File: config.mk
export PLATFORM = sky130hd
export DESIGN_NAME = teatris_fluxo_dados_flat
export DESIGN_NICKNAME = d
export VERILOG_FILES = /design/src/rtl/teatris_fluxo_dados_if.sv /design/src/rtl/teatris_fluxo_dados.sv /design/src/flat_wrapper.sv
export SDC_FILE = /design/constraint.sdc
export NUM_CORES = 1
export LEC_CHECK = 0
export BUFFER_PORTS_ARGS = -buffer_cell sky130_fd_sc_hd__buf_2
export CAP_MARGIN = 20
export CORE_MARGIN = 8
export CORE_UTILIZATION = 51
export DETAILED_ROUTE_END_ITERATION = 6
export GPL_TIMING_DRIVEN = 0
export PLACE_DENSITY_LB_ADDON = 0.12
export SKIP_CTS_REPAIR_TIMING = 1
export SLEW_MARGIN = 0
export SYNTH_ARGS = -nofsm -noshare
export SYNTH_HDL_FRONTEND = slang
export SYNTH_SLANG_ARGS = --single-unit
File: constraint.sdc
create_clock -name clock -period 1.7 [get_ports clock]
set_input_delay 0.17 -clock clock [delete_from_list [all_inputs] [get_ports clock]]
set_output_delay 0.17 -clock clock [all_outputs]
set_load 0.1 [all_outputs]
File: src/rtl/teatris_fluxo_dados_if.sv
// rtl/teatris_fluxo_dados_if.sv - control/status bundle between the control unit and the teatris datapath
//
// master : control unit side (drives commands, reads status)
// slave  : datapath side (reads commands, drives status)
// Commands : zera_contador, conta_contador, enable_memoria, registra_jogada, zera_jogada,
//            timer_restart, timer_animacao_restart, conta_timer_animacao, conta_erro,
//            zera_erro, sel_peca, mapa_fim (1 bit each), sel_mapa[1:0], botoes[3:0]
// Status   : timeout, fim_sequencia, tem_jogada, jogada_ok, fim_timer_animacao (1 bit each),
//            peca_exibida[3:0], erros[3:0], db_contagem[3:0], db_memoria[3:0], db_jogada[3:0]
interface teatris_fluxo_dados_if;
    logic       zera_contador;
    logic       conta_contador;
    logic       enable_memoria;
    logic       registra_jogada;
    logic       zera_jogada;
    logic       timer_restart;
    logic       timer_animacao_restart;
    logic       conta_timer_animacao;
    logic       conta_erro;
    logic       zera_erro;
    logic       sel_peca;
    logic       mapa_fim;
    logic [1:0] sel_mapa;
    logic [3:0] botoes;

    logic       timeout;
    logic       fim_sequencia;
    logic       tem_jogada;
    logic       jogada_ok;
    logic       fim_timer_animacao;
    logic [3:0] peca_exibida;
    logic [3:0] erros;
    logic [3:0] db_contagem;
    logic [3:0] db_memoria;
    logic [3:0] db_jogada;

    modport master (
        output zera_contador, conta_contador, enable_memoria, registra_jogada, zera_jogada,
               timer_restart, timer_animacao_restart, conta_timer_animacao, conta_erro,
               zera_erro, sel_peca, mapa_fim, sel_mapa, botoes,
        input  timeout, fim_sequencia, tem_jogada, jogada_ok, fim_timer_animacao,
               peca_exibida, erros, db_contagem, db_memoria, db_jogada
    );

    modport slave (
        input  zera_contador, conta_contador, enable_memoria, registra_jogada, zera_jogada,
               timer_restart, timer_animacao_restart, conta_timer_animacao, conta_erro,
               zera_erro, sel_peca, mapa_fim, sel_mapa, botoes,
        output timeout, fim_sequencia, tem_jogada, jogada_ok, fim_timer_animacao,
               peca_exibida, erros, db_contagem, db_memoria, db_jogada
    );
endinterface

File: src/rtl/teatris_fluxo_dados.sv
// rtl/teatris_fluxo_dados.sv - teatris datapath: sequence ROM, play capture, timers, error count, display mux
//
// Ports:
//   clock : system clock, all state on rising edge
//   reset : asynchronous, active-high
//   bus   : teatris_fluxo_dados_if.slave (control commands in, status/debug out)
module teatris_fluxo_dados #(
    parameter int N_JOGADAS      = 16,
    parameter int TIMEOUT_CICLOS = 5000,
    parameter int ANIM_CICLOS    = 1000
) (
    input  logic                  clock,
    input  logic                  reset,
    teatris_fluxo_dados_if.slave  bus
);

    localparam logic [3:0]  ULTIMO_ENDERECO = 4'(N_JOGADAS - 1);
    localparam logic [15:0] TIMEOUT_MAX     = 16'(TIMEOUT_CICLOS - 1);
    localparam logic [15:0] ANIM_MAX        = 16'(ANIM_CICLOS - 1);

    logic [3:0]  r_contagem;
    logic [3:0]  r_memoria;
    logic [3:0]  r_jogada;
    logic [3:0]  r_sinc1;
    logic [3:0]  r_sinc2;
    logic [3:0]  r_anterior;
    logic [15:0] r_timer;
    logic [15:0] r_timer_anim;
    logic [3:0]  r_erros;

    logic [3:0]  w_rom;
    logic [3:0]  w_peca;

    // Sequence ROM: (3*i + 1) mod 16, the 4-bit width does the modulo.
    assign w_rom = (r_contagem << 1) + r_contagem + 4'd1;

    // Address counter; clear beats increment.
    always_ff @(posedge clock or posedge reset) begin
        if (reset) begin
            r_contagem <= 4'd0;
        end else if (bus.zera_contador) begin
            r_contagem <= 4'd0;
        end else if (bus.conta_contador) begin
            r_contagem <= r_contagem + 4'd1;
        end
    end

    always_ff @(posedge clock or posedge reset) begin
        if (reset) begin
            r_memoria <= 4'd0;
        end else if (bus.enable_memoria) begin
            r_memoria <= w_rom;
        end
    end

    // Buttons: two-flop synchronizer, then a previous-value flop for edge detection.
    always_ff @(posedge clock or posedge reset) begin
        if (reset) begin
            r_sinc1    <= 4'd0;
            r_sinc2    <= 4'd0;
            r_anterior <= 4'd0;
        end else begin
            r_sinc1    <= bus.botoes;
            r_sinc2    <= r_sinc1;
            r_anterior <= r_sinc2;
        end
    end

    always_ff @(posedge clock or posedge reset) begin
        if (reset) begin
            r_jogada <= 4'd0;
        end else if (bus.zera_jogada) begin
            r_jogada <= 4'd0;
        end else if (bus.registra_jogada) begin
            r_jogada <= r_sinc2;
        end
    end

    // Timeout timer runs freely between restarts and parks at its terminal count.
    always_ff @(posedge clock or posedge reset) begin
        if (reset) begin
            r_timer <= 16'd0;
        end else if (bus.timer_restart) begin
            r_timer <= 16'd0;
        end else if (r_timer != TIMEOUT_MAX) begin
            r_timer <= r_timer + 16'd1;
        end
    end

    always_ff @(posedge clock or posedge reset) begin
        if (reset) begin
            r_timer_anim <= 16'd0;
        end else if (bus.timer_animacao_restart) begin
            r_timer_anim <= 16'd0;
        end else if (bus.conta_timer_animacao && (r_timer_anim != ANIM_MAX)) begin
            r_timer_anim <= r_timer_anim + 16'd1;
        end
    end

    always_ff @(posedge clock or posedge reset) begin
        if (reset) begin
            r_erros <= 4'd0;
        end else if (bus.zera_erro) begin
            r_erros <= 4'd0;
        end else if (bus.conta_erro && (r_erros != 4'hF)) begin
            r_erros <= r_erros + 4'd1;
        end
    end

    // Display source: end-of-game map overrides everything.
    always_comb begin
        w_peca = 4'h0;
        if (bus.mapa_fim) begin
            w_peca = 4'hF;
        end else if (!bus.sel_peca) begin
            w_peca = r_memoria;
        end else begin
            case (bus.sel_mapa)
                2'b01:   w_peca = r_memoria;
                2'b11:   w_peca = r_jogada;
                default: w_peca = 4'h0;
            endcase
        end
    end

    // A new press is "something now" after "nothing before"; a change between
    // two nonzero codes is deliberately not a new press.
    assign bus.tem_jogada         = (|r_sinc2) & ~(|r_anterior);
    assign bus.fim_sequencia      = (r_contagem == ULTIMO_ENDERECO);
    assign bus.jogada_ok          = (r_jogada == r_memoria);
    assign bus.timeout            = (r_timer == TIMEOUT_MAX);
    assign bus.fim_timer_animacao = (r_timer_anim == ANIM_MAX);
    assign bus.peca_exibida       = w_peca;
    assign bus.erros              = r_erros;
    assign bus.db_contagem        = r_contagem;
    assign bus.db_memoria         = r_memoria;
    assign bus.db_jogada          = r_jogada;

endmodule

File: src/flat_wrapper.sv
// flat-port wrapper written by rule: the top's interface ports become plain ports
module teatris_fluxo_dados_flat 
#(
    parameter int N_JOGADAS      = 16,
    parameter int TIMEOUT_CICLOS = 5000,
    parameter int ANIM_CICLOS    = 1000
)
  (clock, reset, bus_zera_contador, bus_conta_contador, bus_enable_memoria, bus_registra_jogada, bus_zera_jogada, bus_timer_restart, bus_timer_animacao_restart, bus_conta_timer_animacao, bus_conta_erro, bus_zera_erro, bus_sel_peca, bus_mapa_fim, bus_sel_mapa, bus_botoes, bus_timeout, bus_fim_sequencia, bus_tem_jogada, bus_jogada_ok, bus_fim_timer_animacao, bus_peca_exibida, bus_erros, bus_db_contagem, bus_db_memoria, bus_db_jogada);
  teatris_fluxo_dados_if bus_i ();
  input  logic clock;
  input  logic reset;
  input wire logic [$bits(bus_i.zera_contador)-1:0] bus_zera_contador;
  input wire logic [$bits(bus_i.conta_contador)-1:0] bus_conta_contador;
  input wire logic [$bits(bus_i.enable_memoria)-1:0] bus_enable_memoria;
  input wire logic [$bits(bus_i.registra_jogada)-1:0] bus_registra_jogada;
  input wire logic [$bits(bus_i.zera_jogada)-1:0] bus_zera_jogada;
  input wire logic [$bits(bus_i.timer_restart)-1:0] bus_timer_restart;
  input wire logic [$bits(bus_i.timer_animacao_restart)-1:0] bus_timer_animacao_restart;
  input wire logic [$bits(bus_i.conta_timer_animacao)-1:0] bus_conta_timer_animacao;
  input wire logic [$bits(bus_i.conta_erro)-1:0] bus_conta_erro;
  input wire logic [$bits(bus_i.zera_erro)-1:0] bus_zera_erro;
  input wire logic [$bits(bus_i.sel_peca)-1:0] bus_sel_peca;
  input wire logic [$bits(bus_i.mapa_fim)-1:0] bus_mapa_fim;
  input wire logic [$bits(bus_i.sel_mapa)-1:0] bus_sel_mapa;
  input wire logic [$bits(bus_i.botoes)-1:0] bus_botoes;
  output wire logic [$bits(bus_i.timeout)-1:0] bus_timeout;
  output wire logic [$bits(bus_i.fim_sequencia)-1:0] bus_fim_sequencia;
  output wire logic [$bits(bus_i.tem_jogada)-1:0] bus_tem_jogada;
  output wire logic [$bits(bus_i.jogada_ok)-1:0] bus_jogada_ok;
  output wire logic [$bits(bus_i.fim_timer_animacao)-1:0] bus_fim_timer_animacao;
  output wire logic [$bits(bus_i.peca_exibida)-1:0] bus_peca_exibida;
  output wire logic [$bits(bus_i.erros)-1:0] bus_erros;
  output wire logic [$bits(bus_i.db_contagem)-1:0] bus_db_contagem;
  output wire logic [$bits(bus_i.db_memoria)-1:0] bus_db_memoria;
  output wire logic [$bits(bus_i.db_jogada)-1:0] bus_db_jogada;
  assign bus_i.zera_contador = bus_zera_contador;
  assign bus_i.conta_contador = bus_conta_contador;
  assign bus_i.enable_memoria = bus_enable_memoria;
  assign bus_i.registra_jogada = bus_registra_jogada;
  assign bus_i.zera_jogada = bus_zera_jogada;
  assign bus_i.timer_restart = bus_timer_restart;
  assign bus_i.timer_animacao_restart = bus_timer_animacao_restart;
  assign bus_i.conta_timer_animacao = bus_conta_timer_animacao;
  assign bus_i.conta_erro = bus_conta_erro;
  assign bus_i.zera_erro = bus_zera_erro;
  assign bus_i.sel_peca = bus_sel_peca;
  assign bus_i.mapa_fim = bus_mapa_fim;
  assign bus_i.sel_mapa = bus_sel_mapa;
  assign bus_i.botoes = bus_botoes;
  assign bus_timeout = bus_i.timeout;
  assign bus_fim_sequencia = bus_i.fim_sequencia;
  assign bus_tem_jogada = bus_i.tem_jogada;
  assign bus_jogada_ok = bus_i.jogada_ok;
  assign bus_fim_timer_animacao = bus_i.fim_timer_animacao;
  assign bus_peca_exibida = bus_i.peca_exibida;
  assign bus_erros = bus_i.erros;
  assign bus_db_contagem = bus_i.db_contagem;
  assign bus_db_memoria = bus_i.db_memoria;
  assign bus_db_jogada = bus_i.db_jogada;
  teatris_fluxo_dados #(.N_JOGADAS(N_JOGADAS), .TIMEOUT_CICLOS(TIMEOUT_CICLOS), .ANIM_CICLOS(ANIM_CICLOS)) u_core (.clock(clock), .reset(reset), .bus(bus_i));
endmodule
# --- Word level (Yosys, flattened, before mapping) ---
# Cells that the tools add are included.
totals:
  register_bits: 60
  input_bits: 20
  wordCells: 48
op_classes:
  add_sub_neg: 6
  eq_ne: 9
  mux: 13
  bitwise_logic: 2
  n_reduce_logical: 9
op_table:
  columns: ["cell", "n"]
  rows:
  - ["$mux W16", 4]
  - ["$add A16 B1 Y16 const B", 2]
  - ["$mux W4", 8]
  - ["$eq A16 B10 Y1 const B", 1]
  - ["$eq A16 B13 Y1 const B", 1]
  - ["$ne A16 B10 Y1 const B", 1]
  - ["$ne A16 B13 Y1 const B", 1]
  - ["$add A4 B1 Y4 const B", 3]
  - ["$reduce_bool A2 Y1", 5]
  - ["$pmux W4 S2", 1]
  - ["$reduce_or A4 Y1", 2]
  - ["$add A4 B4 Y4", 1]
  - ["$eq A4 B4 Y1", 1]
  - ["$eq A4 B4 Y1 const B", 1]
  - ["$ne A4 B4 Y1 const B", 1]
  - ["$eq A2 B1 Y1 const B", 1]
  - ["$eq A2 B2 Y1 const B", 1]
  - ["$logic_and A1 B1 Y1", 2]
  - ["$and A1 B1 Y1", 1]
  - ["$not A1 Y1", 1]

# --- Logic depth before layout (Yosys ltp) ---
logic_depth:
  depth_word: 4
  mapped_depth: 6
  mapped_depth_nobuf: 5

# --- Worst setup path after synthesis ---
# Ideal clock, no wire load.
synth_timing:
  path_type: "reg-to-output"
  start: "reg u_core.r_jogada[1], in the netlist u_core.bus.db_jogada[1]"
  end: "out bus_jogada_ok"
  arrival_ns: 4.037
  slack_ns: -2.507
  path_stages_with_launch: 3
  cell_sequence: "dfrtp_1 -> xor2_1 -> nor4_1"
synth_via:
  elab_chain_cells: 1
synth_lines:
  columns: ["element", "line", "text"]
  rows:
  - ["start, declared", "teatris_fluxo_dados.sv:23", "logic [3:0] r_jogada;"]
  - ["start signal, assigned", "teatris_fluxo_dados.sv:75", "r_jogada <= r_sinc2;"]
  - ["$eq A4 B4 Y1", "teatris_fluxo_dados.sv:130", "assign bus.jogada_ok = (r_jogada == r_memoria);"]
  - ["end, declared", "flat_wrapper.sv:29", "output wire logic [$bits(bus_i.jogada_ok)-1:0] bus_jogada_ok;"]
# No other way between the ends.

# --- Final worst setup path ---
layout_timing:
  start: "reg u_core.r_timer_anim[13]"
  end: "out bus_fim_timer_animacao"
layout_via:
  elab_chain_cells: 1
layout_lines:
  columns: ["element", "line", "text"]
  rows:
  - ["start, declared", "teatris_fluxo_dados.sv:28", "logic [15:0] r_timer_anim;"]
  - ["start signal, assigned", "teatris_fluxo_dados.sv:96", "r_timer_anim <= r_timer_anim + 16'd1;"]
  - ["$eq A16 B10 Y1", "teatris_fluxo_dados.sv:132", "assign bus.fim_timer_animacao = (r_timer_anim == ANIM_MAX);"]
  - ["end, declared", "flat_wrapper.sv:30", "output wire logic [$bits(bus_i.fim_timer_animacao)-1:0] bus_fim_timer_animacao;"]
# No other way between the ends.

==> flow_metrics.py <==
metrics = {
    "floorplan": {
        "coreArea_sq_um": 5780,
        "rows": 28,
        "start_util_pct": 51.6,
        "die_w_microns": 92.4,
        "dieHeight_microns": 92.4,
        "dieArea_sq_um": 8550,
        "io_pins": 45,
    },
    "clock_network": {
        "cts-buffers-inserted": 9,
        "cts.clk_slew.worst_paths_ns": 0.07,
        "cts_max_level": 3,
        "cts_buffer_depth": 2,
        "cts-root-buf": "clkbuf_8",
        "clkLatencyLatePin_ns": 0.34,
        "cts_tree": "built",
        "cts_sinks": 60,
    },
    "route": {
        "drt-total-wl_microns": 6480,
        "dr.pass1.iters": 4,
        "avgRoutedWirePerCell_microns": 14.5,
        "final_antenna_net_count": 0,
        "routed_via_density": 5.34,
        "drc": 0,
        "first_iter_violations": 66,
        "num_vias": 2380,
    },
    "power": {
        "powerDensity_nw_per_um2": 967,
        "power.leakage_nw": 1.79,
        "ir_worst_vdd_v": 0.000956,
        "power_w": 0.00383,
    },
    "grt": {
        "grt_overflow": 0,
        "grt_use_met3_pct": 5.91,
        "grt_pass1_vias": 2294,
        "grt_antenna_before_repair": 0,
        "use_met2_pct": 23.7,
        "grt.met1_usage_pct": 17.8,
        "track_usage_pct": 14.9,
        "grt_busiest_layer": "met2",
        "grt_pass1_wl_microns": 10400,
        "grt_max_degree": 40,
    },
    "flow_run": {
        "max_cap_viol_count": 0,
    },
    "critical_path": {
        "cp_max_fo": 2,
        "critPathCaptureType": "primary output",
        "crit_end": "bus_fim_timer_animacao",
        "r2r_slack_ns": -0.18,
        "cp.arrival_ns": 2.16,
        "r2r-end": "u_core.r_timer_anim[0]",
        "cp_data_required_time_ns": 1.53,
        "cp-start-kind": "register",
        "ff2ff_path_depth": 4,
        "r2r_start": "u_core.r_timer_anim[13]",
        "crit_type": "reg -> out",
        "setup.worst_path.start": "u_core.r_timer_anim[13]",
    },
    "sta": {
        "period_needed_ns": 2.33,
        "fin_skew_ns": 0.00524,
        "final-setup-viol-count": 8,
        "fmax_mhz": 429,
        "timing.slew.headroom_pct": 67.0,
        "rsz0062_at_grt": "true",
        "hold_viol": 0,
        "fin_crit_sh_pct": 137,
        "fin_ws_ns": -0.633,
        "tightest_slew_ns": 0.490,
        "maxSlewViolCount": 0,
        "fin_hold_ws_ns": 0.0285,
    },
    "layout": {
        "nets": 394,
        "n_antenna_cell": 0,
        "syn_to_final_growth_pct": 33.1,
        "multi_input_area_sq_um": 1530,
        "drive_gt1_share_pct": 35.3,
        "nFillCells": 433,
        "seq_area_sq_um": 1520,
    },
    "synthesis": {
        "synth-main-ff-cell": "dfrtp_1",
        "post-synth-top-count-cell": "dfrtp_1",
        "seq_area_frac_synth_pct": 50.4,
        "synth-async-reset-ratio_pct": 100,
        "synthCells": 292,
        "avgSynthCellArea_sq_um": 10.2,
        "synth_common_cells": "60 x dfrtp_1, 39 x nor2_1, 18 x nand3_1",
        "ys_types": 46,
        "synth-seq-cells": 60,
        "synth_top_area_cell": "dfrtp_1",
        "synth_nets": 320,
        "synth_top_area_share_pct": 50.4,
        "synthTopCellsByArea": "dfrtp_1 50%, nor2_1 4.9%, xnor2_1 4.7%",
        "synth_edf_count": 0,
        "syn-cell-area_sq_um": 2980,
        "yosysWarningCount": 0,
    },
    "hold_path": {
        "hp-start": "bus_zera_erro",
        "hold_depth": 2,
        "min_path_type": "in -> reg",
    },
    "placed_design": {
        "gp_congestion": 0.819,
        "dp_hpwl_microns": 4310,
        "port_buffers": 42,
    },
    "run_status": {
        "failed_checks": "setup timing",
        "outcome": "finished, violations left",
    },
}
-- cell type report --
type                            count  area share, %
Clock inverter                      6           2.84
Inverter                           14           1.32
Multi-Input combinational cell    209           38.5
Clock buffer                       10           3.22
Timing Repair Buffer               64           12.1
Sequential cell                    60           38.4
Tap cell                           75           2.37
Buffer                              8           1.20
-- where the power goes --
group	switching (W)	total [W]	internal, W	leakage (nW)
clock network	0.000605	0.00158	0.000977	0.120
logic	0.000522	0.000698	0.000175	0.900
registers	0.0000653	0.00155	0.00149	0.768
-- how the worst min path moves through the flow --
stage	to	slack [ns]
6_report	u_core.bus.erros[1]	0.03
3_5_place_dp	u_core.r_timer[8]	0.23
3_3_place_gp	u_core.r_sinc1[0]	0.28
2_1_floorplan	u_core.r_sinc1[0]	0.20
4_1_cts	u_core.r_timer[8]	-0.14
5_1_grt	u_core.bus.erros[1]	0.01
-- cells in the final DEF, fill, tap and decap left out, types with 2 or more instances in the layout --
| master | Yosys | routed |
|---|---|---|
| nand3_1 | 18 | 17 |
| xnor2_1 | 16 | 16 |
| nand2b_1 | 4 | 4 |
| a221o_2 | 0 | 3 |
| nor4_1 | 10 | 5 |
| nor4_4 | 1 | 4 |
| buf_2 | 1 | 34 |
| clkbuf_1 | 7 | 6 |
| nor3_4 | 0 | 2 |
| and4b_1 | 2 | 2 |
| xor2_1 | 14 | 14 |
| bufinv_16 | 0 | 3 |
| nor2b_1 | 4 | 4 |
| o21ai_0 | 8 | 4 |
| o21ai_1 | 0 | 3 |
| mux2i_1 | 7 | 7 |
| buf_6 | 0 | 3 |
| clkinv_4 | 0 | 2 |
| a31o_2 | 2 | 2 |
| mux2_2 | 3 | 3 |
| dfrtp_2 | 0 | 17 |
| nand4_1 | 12 | 12 |
| dlygate4sd3_1 | 0 | 5 |
| clkbuf_8 | 0 | 10 |
| buf_12 | 0 | 5 |
| nor2_1 | 39 | 38 |
| inv_1 | 14 | 10 |
| dfrtp_1 | 60 | 43 |
| a21oi_1 | 9 | 8 |
| or3_1 | 6 | 6 |
| ha_1 | 7 | 5 |
| buf_4 | 0 | 18 |
| or4_4 | 1 | 2 |
| nand2_1 | 11 | 10 |
| nor3_1 | 9 | 6 |
| nor4_2 | 0 | 2 |
| and3_1 | 2 | 2 |
| inv_2 | 0 | 4 |
-- worst max-delay path, cell delays in order (launching register included) --
cell and delay [ns]:
dfrtp_1 0.38, or4_4 0.56, or4b_4 0.51, nor3_4 0.16
buf_12 0.20
-- sequential cells by signal (all words and copies together) (netlist names) --
register	count
u_core.bus.db_contagem	4
u_core.bus.db_jogada	4
u_core.bus.db_memoria	4
u_core.bus.erros	4
u_core.r_anterior	4
u_core.r_sinc1	4
u_core.r_sinc2	4
u_core.r_timer	16
u_core.r_timer_anim	16
-- layer usage --
metal  wire length (microns)  part of all wire (%)  vias to the layer above
li1                        -                     -                     1179
met1                    2870                    44                     1154
met2                    3160                    49                       39
met5                       0                     0                        -
met4                      87                   1.3                        0
met3                     355                   5.5                        8
-- stage by stage --
| step | util (%) | instances | cell area [sq um] | setup WS [ns] | setup TNS (ns) |
|---|---|---|---|---|---|
| after floorplan | - | 292 | 3070 | -0.650 | -2.50 |
| after global placement | 58.4 | 409 | 3380 | -0.875 | -45.25 |
| after detailed placement | 58.8 | 410 | 3400 | -0.523 | -1.61 |
| after CTS | 62.9 | 426 | 3640 | -0.900 | -3.26 |
| after global routing | 68.6 | 446 | 3970 | -0.707 | -1.86 |
| final | 68.6 | 446 | 3970 | -0.633 | -1.20 |
-- logic make-up (layout without fill, tap and decap cells) --
group / count (synthesis) / in the layout / synth area share (%)
adders and majority gates: 8 / 8 / 3.61
AOI/OAI and AO/OA: 29 / 29 / 6.38
and+or+nand+nor: 131 / 131 / 23.8
xor gates and xnor gates: 30 / 30 / 8.82
buffers and inverters: 23 / 102 / 2.98
muxes: 11 / 11 / 3.99
DFF: 60 / 60 / 50.4
(Power assumes the default switching activity.)
